`src/rtl/uart_pkg.sv`:
```
// Shared UART definitions: state encoding, parity modes and default frame width.
// Used by both the transmitter and the receiver.
package uart_pkg;

    localparam int unsigned DEFAULT_DATA_BITS = 8;

    localparam int unsigned PARITY_NONE = 0;
    localparam int unsigned PARITY_EVEN = 1;
    localparam int unsigned PARITY_ODD  = 2;

    localparam logic [2:0] ST_IDLE   = 3'd0;
    localparam logic [2:0] ST_START  = 3'd1;
    localparam logic [2:0] ST_DATA   = 3'd2;
    localparam logic [2:0] ST_PARITY = 3'd3;
    localparam logic [2:0] ST_STOP   = 3'd4;

    typedef enum logic [2:0] {
        S_IDLE   = ST_IDLE,
        S_START  = ST_START,
        S_DATA   = ST_DATA,
        S_PARITY = ST_PARITY,
        S_STOP   = ST_STOP
    } uart_state_e;

    // Data is zero-extended to 8 bits, which leaves the XOR unchanged.
    function automatic logic parity_bit(input logic [7:0] data, input int unsigned mode);
        return (mode == PARITY_ODD) ? ~(^data) : (^data);
    endfunction

endpackage

```
`src/rtl/uart_tx.sv`:
```
// UART transmitter: one-entry holding buffer in front of a tick-paced shift FSM.
// The state names the bit currently being driven on tx.
module uart_tx
    import uart_pkg::*;
#(
    parameter int unsigned DATA_BITS = DEFAULT_DATA_BITS,
    parameter int unsigned STOP_BITS = 1,
    parameter int unsigned PARITY    = PARITY_NONE
) (
    input  logic                 clk,
    input  logic                 reset,
    input  logic                 baud_tick,
    input  logic [DATA_BITS-1:0] tx_data,
    input  logic                 tx_valid,
    output logic                 tx_ready,
    output logic                 tx,
    output logic                 busy
);

    localparam int unsigned      IDX_W    = $clog2(DATA_BITS);
    localparam logic [IDX_W-1:0] LAST_IDX = IDX_W'(DATA_BITS - 1);

    uart_state_e          state_q, state_d;
    logic [DATA_BITS-1:0] buf_q, buf_d;
    logic                 buf_full_q, buf_full_d;
    logic [DATA_BITS-1:0] shift_q, shift_d;
    logic                 par_q, par_d;
    logic [IDX_W-1:0]     bit_idx_q, bit_idx_d;
    logic                 stop_cnt_q, stop_cnt_d;
    logic                 tx_q, tx_d;
    logic                 tx_ready_q, tx_ready_d;
    logic                 busy_q, busy_d;
    logic                 load_c;

    always_ff @(posedge clk or posedge reset) begin
        if (reset) begin
            state_q    <= S_IDLE;
            buf_q      <= '0;
            buf_full_q <= 1'b0;
            shift_q    <= '0;
            par_q      <= 1'b0;
            bit_idx_q  <= '0;
            stop_cnt_q <= 1'b0;
            tx_q       <= 1'b1;
            tx_ready_q <= 1'b1;
            busy_q     <= 1'b0;
        end else begin
            state_q    <= state_d;
            buf_q      <= buf_d;
            buf_full_q <= buf_full_d;
            shift_q    <= shift_d;
            par_q      <= par_d;
            bit_idx_q  <= bit_idx_d;
            stop_cnt_q <= stop_cnt_d;
            tx_q       <= tx_d;
            tx_ready_q <= tx_ready_d;
            busy_q     <= busy_d;
        end
    end

    always_comb begin
        state_d    = state_q;
        buf_d      = buf_q;
        buf_full_d = buf_full_q;
        shift_d    = shift_q;
        par_d      = par_q;
        bit_idx_d  = bit_idx_q;
        stop_cnt_d = stop_cnt_q;
        tx_d       = tx_q;
        load_c     = 1'b0;

        // Accept only into an empty buffer; a load can never coincide with a drain.
        if (tx_valid && tx_ready_q) begin
            buf_d      = tx_data;
            buf_full_d = 1'b1;
        end

        if (baud_tick) begin
            case (state_q)
                S_IDLE: begin
                    if (buf_full_q) load_c = 1'b1;
                end
                S_START: begin
                    tx_d      = shift_q[0];
                    bit_idx_d = '0;
                    state_d   = S_DATA;
                end
                S_DATA: begin
                    if (bit_idx_q < LAST_IDX) begin
                        shift_d   = {1'b0, shift_q[DATA_BITS-1:1]};
                        tx_d      = shift_q[1];
                        bit_idx_d = bit_idx_q + IDX_W'(1);
                    end else if (PARITY != PARITY_NONE) begin
                        tx_d    = par_q;
                        state_d = S_PARITY;
                    end else begin
                        tx_d       = 1'b1;
                        stop_cnt_d = 1'b0;
                        state_d    = S_STOP;
                    end
                end
                S_PARITY: begin
                    tx_d       = 1'b1;
                    stop_cnt_d = 1'b0;
                    state_d    = S_STOP;
                end
                S_STOP: begin
                    if (STOP_BITS == 2 && !stop_cnt_q) begin
                        stop_cnt_d = 1'b1;
                    end else if (buf_full_q) begin
                        load_c = 1'b1;
                    end else begin
                        state_d = S_IDLE;
                    end
                end
                default: begin
                    tx_d    = 1'b1;
                    state_d = S_IDLE;
                end
            endcase
        end

        // Drain the buffer into the shift register and drive the start bit.
        if (load_c) begin
            shift_d    = buf_q;
            par_d      = parity_bit(8'(buf_q), PARITY);
            buf_full_d = 1'b0;
            tx_d       = 1'b0;
            state_d    = S_START;
        end
    end

    assign tx_ready_d = ~buf_full_d;
    assign busy_d     = (state_d != S_IDLE) || buf_full_d;

    assign tx_ready = tx_ready_q;
    assign tx       = tx_q;
    assign busy     = busy_q;

endmodule

```
`config.mk`:
```
export PLATFORM = sky130hd
export DESIGN_NAME = uart_tx
export DESIGN_NICKNAME = d
export VERILOG_FILES = /design/src/rtl/uart_pkg.sv /design/src/rtl/uart_tx.sv
export SDC_FILE = /design/constraint.sdc
export NUM_CORES = 1
export LEC_CHECK = 0
export ABC_CLOCK_PERIOD_IN_PS = 3650
export BUFFER_PORTS_ARGS = -buffer_cell sky130_fd_sc_hd__buf_2
export CORE_MARGIN = 3
export CORE_UTILIZATION = 53
export DETAILED_ROUTE_END_ITERATION = 10
export HOLD_SLACK_MARGIN = 0.05
export PLACE_DENSITY = 0.74
export SLEW_MARGIN = 0
export SYNTH_ARGS = -nofsm -noshare
export SYNTH_HDL_FRONTEND = slang
export SYNTH_SLANG_ARGS = --single-unit
```
`constraint.sdc`:
```
create_clock -name clk -period 3.65 [get_ports clk]
set_input_delay 0 -clock clk [delete_from_list [all_inputs] [get_ports clk]]
set_output_delay 0 -clock clk [all_outputs]
set_load 0.03 [all_outputs]
```
==> results.txt <==
* Status: finished clean
- For this run, design rule violations remaining after detail routing come to 0.
- The internal portion of the total power is 766 uW.
- Clock insertion delay at the later pin of the skew report: 330 ps
- Fraction of post-synthesis cell area in the top cell type by area: 46.8%
- Cells after Synth: 123
- Total Neg Setup Slack: 0 ps
* Clock buffer depth: 2
- For this run, the detailed router's first-pass iteration total came to 4.
* Post-CTS Repair Setup Buffers: 0
- In this run the remaining antenna-violating nets after routing total 0.
* H-tree level count: 1
* Family of cells with the greatest summed delay on the critical path: simple AND/OR/NAND/NOR gates
* Critical path endpoint category: flop
- TritonCTS built the clock tree.
- In this run the count of I/O pins placed on the die edge is 15.
- Slowest stage cell, crit path: sky130_fd_sc_hd__dfrtp_1
* Warning count from the yosys run: 0
* Via count of the first global-routing pass: 945
* Pin count of the biggest net entering global routing: 27
* Post-detail-place hpwl: 1670 um
- Effective utilization at floorplan: 56.9%
- Setup violations remaining at the end of the flow were counted as 0.
- Layout cell share with drive strength beyond 1: 23.1%
- For the worst setup path, the data required time is 3870 ps.
- Per-cell via count in the routed design: 5.68
- The final max-slew violation count is 0.
* Worst setup SP type: flop
* Number of antenna violations at the first check in global routing: 0
- Worst Path Buf+Inv: 0
* Worst hold path type: in -> reg
- After the first detailed-routing iteration, the DRC count stood at 24.
- The number of endpoints with negative hold slack in the final report was 0.
- Die Y-Extent: 55.2 um
- The share of total power dissipated in combinational logic is 37.8%.
- Series of cell instances along the critical path: nand2b_1 > nor3_4 > o21ai_0
- At the pin with the least slew margin, the transition time is 969 ps.
- Yosys reg bits: 26
- Max incr delay on CP: 530 ps
- Number of nets in the layout: 157
- In this run the tightest slew margin relative to its limit is 35.3%.
* Most area-consuming cells after synthesis: sky130_fd_sc_hd__dfrtp_1 (47%), sky130_fd_sc_hd__mux2_2 (7.0%), sky130_fd_sc_hd__nand2_1 (7.0%)
* Area enclosed by the die boundary: 3050 um2
- The number of antenna diodes in the final layout is 0.
- Synthesized netlist net count: 136
- Core area: 2250 um2
- After clock tree synthesis, the clock-pin slew on the worst setup and hold paths is 140 ps.
* Switch share: 37.2%
- Routability-driven placement finished with a final weighted congestion of 0.827.
* Final Routed Wirelength: 2490 um
* Global-route usage over all layers: 17.3%
* Global route overflow: 0
- Avg WL per Cell: 14.5 um
* Number of hold-repair buffers added at the cts stage: 10
- Post-route total power: 1.22 mW
* Mean instance size in the synthesized netlist: 10.4 um2
- Worst-case setup margin in the final layout: 2200 ps
- Library cells used by synthesis: 32
- P_sw: 453 uW
- Setup slack at placement: 2200 ps
* Cell leakage power: 0.636 nW
* Overall via count from detail_route: 972
- Along the worst hold path, the cell count comes to 4.
- Worst VDD drop: 0.504 mV
- CP Max Fanout: 13
- Counting instances in the post-synthesis netlist gives the leading cell types as sky130_fd_sc_hd__dfrtp_1 (24), sky130_fd_sc_hd__nand2_1 (24), sky130_fd_sc_hd__nand3_1 (9), sky130_fd_sc_hd__o211ai_1 (9).
* Post-synth design cell area: 1280 um2
- Clock tree synthesis inserted a total of 3 buffers.
* Async SR Flop Fraction: 100%
* Cell depth of the worst setup path: 3
- Resized Gates After CTS: 0
- Part of the Yosys area used for sequential elements: 50.9%
* Number of enable-type register cells in the synthesized netlist: 0
- PD cells: 818 nW/um2
- The routed design could run at a clock period as short as 1450 ps.
- Cell taking the most area after synthesis: sky130_fd_sc_hd__dfrtp_1
- At the worst endpoint, the arrival time is 1670 ps.
* Type of the worst setup path: reg -> reg
- Measured in cells, the most critical reg-to-reg path has a length of 3.
- First-pass GRT wire length: 4230 um
- For this design, the sink count on the clock tree is 26.
- Reg power frac: 45.9%
* Worst clock skew: 3.85 ps
- The floorplan step set the die width to 55.2 um.
* Ys flop type: sky130_fd_sc_hd__dfrtp_1
- In this run the clock root is driven by a sky130_fd_sc_hd__clkbuf_4.
* Number of max-capacitance violations reported: 0
- Power share of the clock group: 16.3%
- IO buf count: 14
* Timing-limited maximum frequency: 0.688 GHz
- Period utilization: 39.8%
* Area overhead of the layout relative to synthesis: 16.1%
- Placement row count: 17
* RSZ-0062 raised after global routing: false
[layer usage]
metal / routed length, um / global-route usage, % / vias to the layer above / part of all wire [%]
li1: - / - / 473 / -
met1: 1150 / 22.5 / 475 / 46
met2: 1220 / 27.9 / 22 / 49
met3: 95 / 5.14 / 2 / 3.8
met4: 21 / 4.86 / 0 / 0.84
met5: 0 / 0 / - / 0
[per-stage QoR]
stage / hold slack, ps / area [um2] / cells / util (%)
6_report: 280 / 1490 / 171 / 66.1
5_1_grt: 292 / 1490 / 171 / 66.1
4_1_cts: 284 / 1490 / 171 / 66.1
3_5_place_dp: 235 / 1340 / 157 / 59.3
3_3_place_gp: 231 / 1340 / 157 / 59.3
2_1_floorplan: 38.5 / 1280 / 123 / -
[flip-flops by register name, indices dropped and copies added, names as in the netlist]
signal and flops:
bit_idx_q 3, buf_full_q 1, buf_q 8, busy 1
shift_q 8, state_q 3, tx 1, tx_ready 1
[worst reg2reg max path, cell delays in order (launching register included)]
cell and delay [ps]:
sky130_fd_sc_hd__dfrtp_1 530, sky130_fd_sc_hd__nand2b_1 270, sky130_fd_sc_hd__nor3_4 380, sky130_fd_sc_hd__o21ai_0 150
[power by group through the flow]
stage / sequential (mW) / clock [mW] / combinational (mW)
global route: 0.583 / 0.216 / 0.511
finish: 0.560 / 0.198 / 0.461
floorplan: 0.534 / 0 / 0.403
global placement: 0.554 / 0 / 0.439
CTS: 0.560 / 0.203 / 0.463
detailed placement: 0.564 / 0 / 0.454
[area by class of cell]
cell class                      count  area [um2]
Fill cell                         191         764
Sequential cell                    26         653
Multi-Input combinational cell     84         561
Timing Repair Buffer               24         170
Tap cell                           28        35.0
Clock inverter                      1        30.0
Clock buffer                        3        22.5
Inverter                            5        18.8
[cell usage in the layout, fill, tap and decap left out, drive strengths merged, types with 2 or more instances in the layout]
| master | count |
|---|---|
| nor3b | 2 |
| buf | 14 |
| and4bb | 2 |
| a22oi | 2 |
| dfstp | 2 |
| dfrtp | 24 |
| dlygate4sd3 | 10 |
| inv | 5 |
| clkbuf | 3 |
| nand2 | 24 |
| mux2 | 8 |
| o211ai | 9 |
| o31ai | 2 |
| nand3 | 9 |
| o21ai | 8 |
| nor2 | 2 |
| nand2b | 3 |
[cells by family (layout without fill, tap and decap cells)]
group	Yosys count	in the layout	synth area share, %
simple gates	49	49	22.0
compound gates	26	26	13.6
flops	26	26	50.9
buf+inv	13	33	5.46
mux	8	8	7.02
fa+ha+maj	1	1	0.975
[final timing paths]
| kind | from | end | slack (ps) |
|---|---|---|---|
| worst max-delay path | state_q[0] | shift_q[7] | 2200 |
| worst min-delay path | tx_valid | busy | 280 |
| worst max register to register | state_q[0] | shift_q[7] | 2200 |
| worst min register to register | tx | tx | 490 |
| max in group asynchronous | reset | bit_idx_q[0] | 2650 |
| min in group asynchronous | reset | buf_full_q | 410 |
(Power assumes the default switching activity.)
